File: src/rtl/cpu_mux_pkg.sv
// Shared definitions for the CPU datapath selectors: legacy select codes,
// the default output depth, and a helper that sizes a select from an input count.
package cpu_mux_pkg;

  localparam int SEL_ALURESULT  = 0;
  localparam int SEL_ALUOUT     = 1;
  localparam int SEL_PC         = 2;

  localparam int DEFAULT_STAGES = 1;

  // Minimum select width able to address n inputs (never below 1 bit).
  function automatic int sel_w_for(input int n);
    int w;
    w = 1;
    while ((1 << w) < n) w++;
    return w;
  endfunction

endpackage

File: src/rtl/mux_pipe_stage.sv
// One output register of the selector pipeline: data, select tag and valid,
// with asynchronous reset and a hold-on-stall enable.
module mux_pipe_stage #(
  parameter int bitwidth = 32,
  parameter int sel_w    = 2
) (
  input  logic                clk,
  input  logic                rst,
  input  logic                en,
  input  logic [bitwidth-1:0] d_nxt,
  input  logic                v_nxt,
  input  logic [sel_w-1:0]    s_nxt,
  output logic [bitwidth-1:0] d_q,
  output logic                v_q,
  output logic [sel_w-1:0]    s_q
);

  always_ff @(posedge clk or posedge rst) begin
    if (rst) begin
      d_q <= '0;
      v_q <= 1'b0;
      s_q <= '0;
    end else if (en) begin
      d_q <= d_nxt;
      v_q <= v_nxt;
      s_q <= s_nxt;
    end
  end

endmodule

File: src/rtl/mux_n_pipe.sv
// Registered N-way datapath selector with 1- or 2-deep output pipeline,
// valid/stall handling and a sticky flag for out-of-range selects.
module mux_n_pipe
  import cpu_mux_pkg::*;
#(
  parameter int                bitwidth    = 32,
  parameter int                num_in      = 4,
  parameter int                sel_w       = 2,
  parameter int                stages      = DEFAULT_STAGES,
  parameter logic [bitwidth-1:0] default_val = '0
) (
  input  logic                       clk,
  input  logic                       rst,
  input  logic                       en,
  input  logic                       in_valid,
  input  logic [sel_w-1:0]           sel,
  input  logic [num_in*bitwidth-1:0] in_bus,
  input  logic                       err_clr,
  output logic [bitwidth-1:0]        out,
  output logic                       out_valid,
  output logic [sel_w-1:0]           sel_q,
  output logic                       err_sticky
);

  if (stages < 1 || stages > 2) begin : g_bad_stages
    $error("mux_n_pipe: stages must be 1 or 2");
  end
  if (num_in < 2 || num_in > 16 || (1 << sel_w) < num_in) begin : g_bad_sel_w
    $error("mux_n_pipe: num_in must be 2..16 and fit in sel_w bits");
  end

  // Extra bit lets the range compare work even when num_in == 2**sel_w.
  localparam logic [sel_w:0] NUM_IN_C = (sel_w+1)'(num_in);

  logic [bitwidth-1:0] pick;
  logic                oor;

  always_comb begin
    pick = default_val;
    for (int i = 0; i < num_in; i++) begin
      if (sel == sel_w'(i)) pick = in_bus[i*bitwidth +: bitwidth];
    end
  end

  assign oor = ({1'b0, sel} >= NUM_IN_C);

  logic [bitwidth-1:0] dch [0:stages];
  logic                vch [0:stages];
  logic [sel_w-1:0]    sch [0:stages];

  assign dch[0] = pick;
  assign vch[0] = in_valid;
  assign sch[0] = sel;

  for (genvar k = 0; k < stages; k++) begin : g_stage
    mux_pipe_stage #(
      .bitwidth (bitwidth),
      .sel_w    (sel_w)
    ) u_stage (
      .clk   (clk),
      .rst   (rst),
      .en    (en),
      .d_nxt (dch[k]),
      .v_nxt (vch[k]),
      .s_nxt (sch[k]),
      .d_q   (dch[k+1]),
      .v_q   (vch[k+1]),
      .s_q   (sch[k+1])
    );
  end

  assign out       = dch[stages];
  assign out_valid = vch[stages];
  assign sel_q     = sch[stages];

  // Not pipelined: flags one cycle after the bad select; set beats clear.
  always_ff @(posedge clk or posedge rst) begin
    if (rst) begin
      err_sticky <= 1'b0;
    end else if (en && in_valid && oor) begin
      err_sticky <= 1'b1;
    end else if (err_clr) begin
      err_sticky <= 1'b0;
    end
  end

endmodule

File: config.mk
export PLATFORM = sky130hd
export DESIGN_NAME = mux_n_pipe
export DESIGN_NICKNAME = d
export VERILOG_FILES = /design/src/rtl/cpu_mux_pkg.sv /design/src/rtl/mux_pipe_stage.sv /design/src/rtl/mux_n_pipe.sv
export SDC_FILE = /design/constraint.sdc
export NUM_CORES = 1
export LEC_CHECK = 0
export BUFFER_PORTS_ARGS = -buffer_cell sky130_fd_sc_hd__buf_2
export CAP_MARGIN = 20
export CORE_ASPECT_RATIO = 0.8
export CORE_MARGIN = 2
export CORE_UTILIZATION = 41
export CTS_BUF_LIST = sky130_fd_sc_hd__clkbuf_16
export DETAILED_ROUTE_END_ITERATION = 12
export PLACE_DENSITY = 0.82
export SLEW_MARGIN = 20
export SYNTH_ARGS = -nofsm -noshare
export SYNTH_HDL_FRONTEND = slang
export SYNTH_HIERARCHICAL = 1
export SYNTH_SLANG_ARGS = --single-unit
export TNS_END_PERCENT = 5
File: constraint.sdc
create_clock -name clk -period 1.11 [get_ports clk]
set_input_delay 0 -clock clk [delete_from_list [all_inputs] [get_ports clk]]
set_output_delay 0 -clock clk [all_outputs]
set_load 0.01 [all_outputs]
# Word level (Yosys, flattened, before mapping)
# Index checks and enable logic that the tools add are counted.
# op_classes
eq_ne	3
n_mux	4
reduce_logical	1
# ops
operator	n
32-bit 2-to-1 mux	4
2-bit == test (second input constant)	2
2-bit by 1-bit == test with 1-bit output (second input constant)	1
2-bit logical NOT	1
# word_totals
regBits	35

# Longest topological paths before layout
# Gate-level depths: netlist of the first run.
# logic_depth
ltp_word	5
depth_mapped	4

# By module
# Netlist of the first run, hierarchy kept.
# by_module_without_submodules
mod	n_inst	cells_each	area_per_inst_um2	seq_area_each_um2
mux_pipe_stage	1	75	1457.6	875.8
mux_n_pipe	1	41	825.8	0.0

# Least setup slack after synthesis of the first run
# No wires, ideal clock.
# synth_timing
path_kind	input-to-reg
start	input port sel[0]
end	register g_stage[0].u_stage.d_q[12]
arrival_time_ns	0.998
slack_ns	-0.013
stages	4
n_path_buf	2
path_cell_list	buf_6 -> buf_12 -> mux4_2 -> mux2_4
# synth_between
elab_chain_len	5
elab_cells_between_ends	8
cone_classes	eq/ne: 3; mux: 4; reduce/logical: 1
# synth_rtl
element	line	text
start: declaration	mux_n_pipe.sv:16	input logic [sel_w-1:0] sel,
2-bit logical NOT	mux_n_pipe.sv:41	if (sel == sel_w'(i)) pick = in_bus[i*bitwidth +: bitwidth];
32-bit 2-to-1 mux (3 in series)	mux_n_pipe.sv:41	
32-bit 2-to-1 mux *	mux_n_pipe.sv:41	
named net pick[12]	mux_n_pipe.sv:35	logic [bitwidth-1:0] pick;
end signal: assignment	mux_pipe_stage.sv:24	d_q <= d_nxt;
end: declaration	mux_pipe_stage.sv:13	output logic [bitwidth-1:0] d_q,
# The timed path passes the listed nets; every way through them passes the cells marked *.
# A chain may end at the register's enable or synchronous reset.

# Worst setup path after layout of the first run
# layout_timing
start	input port sel[0]
end	register g_stage[0].u_stage.d_q[30]
# Same word-level chain as after synthesis.

==> flow_summary_export.csv, run 1 <==
group,metric,value,unit
cts,clk_latency,0.27,ns
synth,synth_flop_cell,"dfrtp_1",
cts,cts_tree,"done",
global_routing,grt_pass1_vias,1968,
detailed_routing,drt_iter0_markers,22,
cts,cts.clk_slew.worst_paths,0.05,ns
synth,synthTopCellsByCount,"dfrtp_1 (35), mux2_4 (30), mux4_2 (30), buf_12 (6), mux2_2 (5)",
floorplan,core,5410,um2
flow_run,max-cap-violations,0,
cells_and_area,fill_cells,429,
cells_and_area,utilization,0.618,
pwr,comb_power_share,0.296,
synth,ys_ff_latch,35,
timing,fin_ws,0.0933,ns
global_routing,gr-usage-all-layers,0.193,
cells_and_area,finalInstanceArea,3340,um2
pwr,seqPwrFrac,0.388,
detailed_routing,drc,0,
cells_and_area,ff_latch_area,876,um2
synth,yosysMostFrequentCell,"dfrtp_1",
timing,min_period_over_period,0.916,
pwr,p_leak,1.71,nW
global_routing,antenna_found_initial,0,
global_routing,grt_max_degree,36,
placement,place_congestion,0.726,
floorplan,floorplan.rows,24,
synth,synth_area_leaders,"dfrtp_1 (38%), mux4_2 (30%), mux2_4 (20%)",
timing,finalSetupViolCount,0,
worst_setup_path,critical_path.startpoint_type,"input pin",
global_routing,grt_pass1_wl,9230,um
cts,post_cts_resized,0,
timing,skew,0,ns
pwr,switchingPower,1.02,mW
worst_setup_path,crit_fanout,17,
floorplan,io_pins,171,
worst_setup_path,worstPathRequired,1.26,ns
timing,drv_slew,0,
synth,synth-edff-count,0,
synth,synth_top_family_by_area,"multiplexers",
worst_setup_path,critPathArrivalTime,1.17,ns
detailed_routing,ant_nets,0,
synth,ys_async_sr_fraction,1.00,
cells_and_area,multiInputGateArea,1240,um2
synth,seq_area_frac_synth,0.384,
synth,synth_xor_area_frac,0,
synth,yosys.area.top_type,"dfrtp_1",
synth,muxShareOfSynthArea,0.541,
cts,htree_levels,2,
worst_setup_path,critPathKind,"in -> reg",
global_routing,overflow,0,
placement,io_buffer_count,168,
floorplan,die_h,70.8,um
min_path,hp-class,"in -> reg",
cts,ctsLongestPathBuffers,2,
cells_and_area,n_antenna_cell,0,
synth,synth_warnings,6,
placement,placed_area,3180,um2
floorplan,dieWidth,87.4,um
synth,avgSynthCellArea,19.7,um2
pwr,vdd_drop_max,0.693,mV
detailed_routing,wl_per_cell,16.2,um
pwr,p_sw_frac,0.252,
synth,syn_nets,251,
synth,postSynthCellCount,116,
synth,synth_simple_gate_area_frac,0,
detailed_routing,firstDrtPassIters,4,
worst_setup_path,crit_path_end_kind,"flop",
outcome,status,"finished clean",
detailed_routing,vias,1808,
pwr,power.density,1220,nW/um2
floorplan,die-area,6190,um2
synth,synth_fa_ha_area_frac,0,
cts,cts_sinks,35,
synth,ys_types,11,
pwr,p_int,3.04,mW
cells_and_area,area_delta_synth_final,46.2,%
cts,postCtsSetupRepairBufs,0,
cts,root_buffer,"clkbuf_16",
placement,post-place-ws,-0.201,ns
detailed_routing,drt-total-wl,5780,um
synth,synth.cell_area,2280,um2
pwr,clkPwrFrac,0.316,
detailed_routing,viasPerCell,5.08,
floorplan,start_util,0.422,
timing,fmax,984,MHz
cells_and_area,drive_gt1_frac,0.849,
timing,period_minus_slack,1.02,ns
cts,cts_made_buffers,5,
synth,yosysTopAreaCellShare,0.384,
cells_and_area,nNetsFinal,425,
synth,synth_compound_area_frac,0,
timing,rsz0062_at_grt,"no",
timing,hold_violations,0,
-- state kept, by name, indices dropped and copies added, names as in the netlist --
name	count
g_stage.u_stage/d_q	32
g_stage.u_stage/v_q	1
g_stage.u_stage/s_q	2
-- power by group through the flow --
stage	registers [mW]	logic [mW]	clock network, mW
after floorplan	1.67	0.631	0
after global placement	1.58	1.18	0
after detailed placement	1.59	1.21	0
after CTS	1.57	1.22	1.33
after global routing	1.60	1.29	1.41
final	1.57	1.20	1.28
-- layout make-up --
type / instances / share of cell area
clock buffer: 5 / 0.0375
clock inverter: 3 / 0.00337
inverter: 1 / 0.00112
multi-input combinational: 68 / 0.371
sequential: 35 / 0.262
tap: 65 / 0.0244
timing repair buffer: 179 / 0.300
-- through the flow --
step	TNS (ns)	std cells	hold WS (ns)	power, mW
after floorplan	0	116	0.148	2.30
after CTS	0	356	0.162	4.12
final	0	356	0.171	4.06
after detailed placement	-4.91	346	0.126	2.80
after global placement	-4.04	346	0.119	2.76
after global routing	0	356	0.168	4.31
-- layer usage --
metal,wire [um],share of wire,vias up,track usage
met4,53,0.0092,0,0.0444
met2,3020,0.52,91,0.337
li1,-,-,816,-
met1,2220,0.38,895,0.232
met3,488,0.084,6,0.0607
met5,0,0,-,0
-- worst max-delay path, cell delays in order --
cell	delay, ns
buf_2	0.16
buf_12	0.20
mux4_2	0.53
mux2_4	0.28
-- layout by cell type (no fill, tap or decap), types with 3 or more instances in the layout --
cell type and count:
dfrtp_1 35, buf_4 3, mux4_2 30, mux2_4 30, buf_2 168, buf_12 6, mux2_2 5, clkbuf_16 5
-- worst paths after layout --
kind	from	slack, ns	depth (start not counted)	endpoint
setup / recovery	sel[0]	0.09	4	g_stage[0].u_stage/d_q[30]
hold / removal	in_bus[127]	0.17	3	g_stage[0].u_stage/d_q[31]
min in group asynchronous	rst	0.37	4	g_stage[0].u_stage/d_q[21]
setup reg to reg	g_stage[0].u_stage/d_q[30]	0.31	1	g_stage[0].u_stage/d_q[30]
max in group asynchronous	rst	0.42	4	g_stage[0].u_stage/s_q[1]
hold reg to reg	g_stage[0].u_stage/d_q[7]	0.50	1	g_stage[0].u_stage/d_q[7]
-- kinds of logic after synthesis --
| family | count (synthesis) |
|---|---|
| buf+inv | 13 |
| flops | 35 |
| mux | 67 |
| other cells | 1 |
-- what timing repair did --
action	4_1_cts	5_1_grt
hold endpoints to repair	36	0
hold buffers	2	0
endpoints found under the setup margin	0	0
Power figures use the tool's default switching activity.
==> run 2, diff against run 1 <==
--- a/config.mk
+++ b/config.mk
@@ -5,6 +5,7 @@
 export SDC_FILE = /design/constraint.sdc
 export NUM_CORES = 1
 export LEC_CHECK = 0
+export ABC_AREA = 1
 export BUFFER_PORTS_ARGS = -buffer_cell sky130_fd_sc_hd__buf_2
 export CAP_MARGIN = 20
 export CORE_ASPECT_RATIO = 0.8
@@ -12,7 +13,8 @@
 export CORE_UTILIZATION = 41
 export CTS_BUF_LIST = sky130_fd_sc_hd__clkbuf_16
 export DETAILED_ROUTE_END_ITERATION = 12
-export PLACE_DENSITY = 0.82
+export GPL_TIMING_DRIVEN = 1
+export PLACE_DENSITY = 0.81
 export SLEW_MARGIN = 20
 export SYNTH_ARGS = -nofsm -noshare
 export SYNTH_HDL_FRONTEND = slang
==> run 2 against run 1 <==
Worst setup slack improved by 0.18 ns; global-route usage increased by 3.7 points; clock power about the same; flip-flop and latch count unchanged; first-iteration DRC count increased to 9.2 times the previous value; utilization decreased by 1.8 points; maximum frequency increased by 21%; sequential power decreased by 3%; critical path type unchanged; largest cell class unchanged.
==> flow_summary_export.csv, run 2 <==
group,metric,value,unit
outcome,status,"finished clean",
timing,period_minus_slack,0.840,ns
worst_setup_path,r2r_end,"g_stage[0].u_stage/d_q[6]",
floorplan,die-area,6400,um2
synth,synth_warnings,6,
pwr,p_int,2.69,mW
global_routing,met1_usage,0.282,
cells_and_area,top_register,"g_stage.u_stage/d_q",
min_path,hp-class,"in -> reg",
cts,cts_tree,"done",
global_routing,met2_usage,0.399,
detailed_routing,viasPerCell,5.18,
worst_setup_path,critPathArrivalTime,1.05,ns
detailed_routing,firstDrtPassIters,5,
synth,yosys.area.top_type,"dfrtp_1",
synth,ys_ff_latch,35,
detailed_routing,drc,0,
timing,finalSetupViolCount,0,
synth,ys_types,14,
synth,seq_area_frac_synth,0.370,
pwr,comb_power_share,0.272,
detailed_routing,vias,2960,
synth,postSynthCellCount,337,
timing,worst_pin_slew,0.604,ns
floorplan,io_pins,171,
global_routing,grt_max_degree,37,
floorplan,dieWidth,88.9,um
timing,rsz0062_at_grt,"no",
cells_and_area,n_antenna_cell,0,
worst_setup_path,crit_fanout,32,
floorplan,core,5500,um2
flow_run,max-cap-violations,0,
cells_and_area,nNetsFinal,628,
synth,syn_nets,472,
global_routing,met3_usage,0.0501,
cells_and_area,utilization,0.600,
global_routing,grt_pass1_wl,11700,um
synth,synth_area_leaders,"dfrtp_1 (37%), nand3_1 (20%), nand2_1 (20%)",
timing,relSlewSlack,0.597,
worst_setup_path,crit_path_end_kind,"flop",
worst_setup_path,crit_path_end,"g_stage[0].u_stage/d_q[7]",
pwr,seqPwrFrac,0.399,
cells_and_area,reg.largest.list,"g_stage.u_stage/d_q x32, g_stage.u_stage/s_q x2, g_stage.u_stage/v_q x1",
cts,ctsLongestPathBuffers,2,
pwr,switchingPower,1.10,mW
global_routing,overflow,0,
cts,cts_sinks,35,
timing,min_period_over_period,0.757,
pwr,p_sw_frac,0.291,
cts,clk_latency,0.27,ns
synth,ys_async_sr_fraction,1.00,
cts,root_buffer,"clkbuf_16",
cells_and_area,mostFrequentLayoutCells,"buf_2 (168), nand2_1 (127), nand3_1 (96)",
cts,post_cts_resized,0,
synth,yosysMostFrequentCell,"nand2_1",
pwr,clkPwrFrac,0.329,
synth,avgSynthCellArea,7.02,um2
cells_and_area,largest_reg_flops,32,
worst_setup_path,reg2regPathDepth,2,
pwr,power.density,1150,nW/um2
worst_setup_path,critPathKind,"in -> reg",
timing,skew,0,ns
synth,synth.cell_area,2370,um2
synth,synthTopCellsByCount,"nand2_1 (127), nand3_1 (96), dfrtp_1 (35), nand4_1 (32), buf_4 (17)",
cells_and_area,drive_gt1_frac,0.402,
floorplan,die_h,71.9,um
placement,io_buffer_count,168,
cts,htree_levels,2,
floorplan,floorplan.rows,24,
worst_setup_path,critical_path.startpoint_type,"input pin",
worst_setup_path,critPathLaunch,"sel[1]",
global_routing,grt_pass1_vias,2566,
cells_and_area,final_common_cell,"buf_2",
global_routing,gr-usage-all-layers,0.230,
worst_setup_path,worstPathRequired,1.32,ns
timing,fin_ws,0.270,ns
global_routing,grt_busiest_layer,"met2",
timing,setup_tns,0,ns
worst_setup_path,rr_startpoint,"g_stage[0].u_stage/d_q[6]",
cts,cts_made_buffers,5,
pwr,vdd_drop_max,0.522,mV
pwr,p_leak,1.83,nW
detailed_routing,wl_per_cell,13.3,um
timing,hold_violations,0,
global_routing,antenna_found_initial,0,
placement,post-place-ws,0.0346,ns
synth,yosysTopAreaCellShare,0.370,
detailed_routing,drt-total-wl,7600,um
timing,drv_slew,0,
detailed_routing,ant_nets,0,
synth,synth_flop_cell,"dfrtp_1",
floorplan,start_util,0.431,
placement,place_congestion,0.899,
worst_setup_path,rrSetupSlack,0.49,ns
synth,synth-edff-count,0,
timing,fmax,1190,MHz
cells_and_area,area_delta_synth_final,39.3,%
placement,dpl.hpwl,5610,um
cts,cts.clk_slew.worst_paths,0.05,ns
detailed_routing,drt_iter0_markers,203,
## run 2: per-layer routing
layer	vias up	wire length [um]
li1	1451	-
met1	1314	3020
met2	171	3630
met3	24	793
met4	0	152
met5	-	0
## run 2: cell type report
cell class                 instances  area (um2)
fill                             531        2200
clock buffer                       5         125
timing repair buffer             180         936
sequential                        35         876
tap                               78        97.6
clock inverter                     2        8.76
inverter                           4        22.5
multi-input combinational        267        1230
## run 2: how the worst min path moves through the flow
stage | from | end | slack (ns) | cells past startpoint
finish | in_bus[10] | g_stage[0].u_stage/d_q[10] | 0.04 | 5
global route | in_bus[31] | g_stage[0].u_stage/d_q[31] | 0.07 | 5
CTS | in_bus[10] | g_stage[0].u_stage/d_q[10] | 0.04 | 5
detailed placement | rst | g_stage[0].u_stage/d_q[20] | 0.12 | 3
global placement | rst | g_stage[0].u_stage/d_q[20] | 0.12 | 3
floorplan | sel[0] | g_stage[0].u_stage/s_q[0] | 0.12 | 2
## run 2: power by group through the flow
stage / combinational, mW / sequential [mW] / clock, mW
finish: 1.03 / 1.52 / 1.25
detailed placement: 1.03 / 1.53 / 0
global route: 1.15 / 1.53 / 1.36
floorplan: 0.498 / 1.61 / 0
CTS: 1.04 / 1.51 / 1.28
global placement: 1.01 / 1.53 / 0
## run 2: kinds of logic after synthesis
kind of cell | count (synthesis) | share of synthesized area
buf+inv | 35 | 0.110
flops | 35 | 0.370
simple gates | 266 | 0.518
other cells | 1 | 0.00158
## run 2: timing repair
action | CTS | global route
hold buffers | 2 | 0
endpoints found under the hold margin | 36 | 0
buffers inserted | 0 | 0
## run 2: stage by stage
stage	hold WS [ns]	instance area, um2	power (mW)	cells
after global routing	0.0665	3300	4.04	571
after detailed placement	0.119	3140	2.56	562
final	0.0418	3300	3.80	571
after global placement	0.118	3140	2.54	562
after floorplan	0.117	2370	2.10	337
after CTS	0.0388	3300	3.84	571
## run 2: worst max-delay path, cell delays in order
cell and delay, ns:
buf_2 0.13, inv_2 0.45, nand3_1 0.17, nand4_1 0.15, nand2_1 0.07, nand2_1 0.07
==> run 3, diff against run 2 <==
==> constraint.sdc (replaced) <==
create_clock -name clk -period 0.8 [get_ports clk]
set_input_delay 0 -clock clk [delete_from_list [all_inputs] [get_ports clk]]
set_output_delay 0 -clock clk [all_outputs]
set_load 0.01 [all_outputs]
==> run 3 against run 2 <==
The flow now finishes with violations (negative setup slack); register-to-register slack worse by 0.45 ns; first-iteration DRC count is 29% lower; global-route usage is 1.7 points higher; die area stayed put; flip-flop and latch count stayed put; final cell count is 1.9% higher; critical endpoint is now out[5]; largest cell class unchanged.
==> flow_summary_export.csv, run 3 (same netlist as run 2, synthesis figures left out) <==
group,metric,value,unit
outcome,status,"finished with violations",
outcome,violations,"negative setup slack",
worst_setup_path,critical_path.startpoint_type,"flop",
min_path,hp-class,"in -> reg",
timing,drv_slew,0,
placement,dpl.hpwl,6150,um
cells_and_area,drive_gt1_frac,0.411,
pwr,p_leak,1.93,nW
floorplan,dieWidth,88.9,um
detailed_routing,ant_nets,0,
global_routing,gr-usage-all-layers,0.247,
floorplan,die-area,6400,um2
placement,post-place-ws,-0.102,ns
timing,fin_ws,-0.0123,ns
floorplan,floorplan.rows,24,
cts,root_buffer,"clkbuf_16",
global_routing,antenna_found_initial,0,
worst_setup_path,worst-path-buf-inv,1,
pwr,power.density,1560,nW/um2
worst_setup_path,worstPathCellList,"buf_6",
cells_and_area,mostFrequentLayoutCells,"buf_2 (162), nand2_1 (127), nand3_1 (96)",
worst_setup_path,critical_path.slowest_cell,"dfrtp_1",
detailed_routing,drt-total-wl,7950,um
global_routing,overflow,0,
timing,skew,0,ns
worst_setup_path,max_stage_delay,0.41,ns
min_path,holdPathStages,5,
floorplan,start_util,0.431,
cts,cts_made_buffers,5,
placement,dpl.cell_count,571,
worst_setup_path,critical-path-top-delay-family,"flip-flops",
cells_and_area,final_common_cell,"buf_2",
cells_and_area,area_delta_synth_final,47.9,%
worst_setup_path,worstPathRequired,0.80,ns
worst_setup_path,critPathArrivalTime,0.81,ns
detailed_routing,viasPerCell,5.24,
cells_and_area,n_antenna_cell,0,
timing,min_period_over_period,1.02,
detailed_routing,drt_iter0_markers,145,
worst_setup_path,critPathKind,"reg -> out",
worst_setup_path,reg2regPathDepth,3,
worst_setup_path,crit_path_end_kind,"primary output",
cts,ctsLongestPathBuffers,2,
cells_and_area,nNetsFinal,638,
worst_setup_path,crit_fanout,2,
detailed_routing,drc,0,
timing,period_minus_slack,0.812,ns
cts,htree_levels,2,
cells_and_area,reg.largest.list,"g_stage.u_stage/d_q x32, g_stage.u_stage/s_q x2, g_stage.u_stage/v_q x1",
timing,fmax,1230,MHz
cts,cts_sinks,35,
cts,cts.clk_slew.worst_paths,0.05,ns
cells_and_area,top_register,"g_stage.u_stage/d_q",
cells_and_area,largest_reg_flops,32,
pwr,vdd_drop_max,0.758,mV
placement,io_buffer_count,168,
cts,clk_latency,0.27,ns
placement,place_congestion,0.954,
cells_and_area,final_cells,582,
flow_run,max-cap-violations,0,
cells_and_area,fill_cells,493,
min_path,hold_path_startpoint,"in_bus[27]",
worst_setup_path,rrSetupSlack,0.04,ns
cts,cts_tree,"done",
timing,finalSetupViolCount,6,
pwr,totalPowerFinal,5.45,mW
worst_setup_path,rr_startpoint,"g_stage[0].u_stage/d_q[5]",
detailed_routing,firstDrtPassIters,5,
floorplan,io_pins,171,
timing,rsz0062_at_grt,"yes",
timing,hold_violations,0,
detailed_routing,wl_per_cell,13.7,um
global_routing,grt_pass1_wl,12400,um
cells_and_area,utilization,0.637,
floorplan,core,5500,um2
global_routing,grt_max_degree,37,
worst_setup_path,r2r_end,"g_stage[0].u_stage/d_q[5]",
floorplan,die_h,71.9,um
global_routing,grt_pass1_vias,2881,
detailed_routing,vias,3051,
min_path,min_delay_worst_endpoint,"g_stage[0].u_stage/d_q[27]",
timing,whs,0.0388,ns
[run 3: cell count changes in the layout (fill, tap and decap cells not counted), sizes merged]
cell	before	now
inv	4	5
buf	178	188
[run 3: metal layers]
metal  global-route usage  vias up  wire (um)
li1                     -     1474          -
met1                0.273     1412       3130
met2                0.454      153       3970
met3               0.0592       12        726
met4               0.0962        0        128
met5                    0        -          0
[run 3: cell type report]
class                      instances  area (um2)  area share
clock buffer                       5         125      0.0358
tap                               78        97.6      0.0279
clock inverter                     3        11.3     0.00322
inverter                           4        22.5     0.00644
timing repair buffer             190        1140       0.325
sequential                        35         876       0.250
multi-input combinational        267        1230       0.352
[run 3: worst max-delay path by stage]
| stage | from | to | slack (ns) | cells past startpoint |
|---|---|---|---|---|
| floorplan | rst | g_stage[0].u_stage/d_q[0] | 0.02 | 1 |
| global placement | sel[0] | g_stage[0].u_stage/d_q[1] | -0.08 | 7 |
| detailed placement | sel[1] | g_stage[0].u_stage/d_q[24] | -0.10 | 6 |
| CTS | g_stage[0].u_stage/d_q[5] | out[5] | -0.04 | 1 |
| global route | g_stage[0].u_stage/d_q[5] | out[5] | -0.04 | 1 |
| finish | g_stage[0].u_stage/d_q[5] | out[5] | -0.01 | 1 |
[run 3: what timing repair did]
item / in CTS / in global routing
setup endpoints to repair: 9 / 30
endpoints found under the hold margin: 36 / 0
setup buffers: 0 / 1
resized for setup: 0 / 6
hold buffers: 2 / 0
[run 3: power breakdown]
part	leakage, nW	switching [mW]	internal, mW
registers	0.435	0.125	1.98
clock network	0.0701	0.644	1.12
logic	1.42	0.827	0.758
[run 3: worst min-delay path: cells and delay by family]
| family | cells | cell delay (ns) |
|---|---|---|
| buffers and inverters | 1 | 0.08 |
| AND/OR/NAND/NOR | 4 | 0.20 |
[run 3: metrics by stage]
stage	setup TNS [ns]	instance area [um2]
2_1_floorplan	0	2370
3_3_place_gp	-1.03	3300
3_5_place_dp	-1.92	3300
4_1_cts	-0.0996	3450
5_1_grt	-0.511	3500
6_report	-0.0319	3500
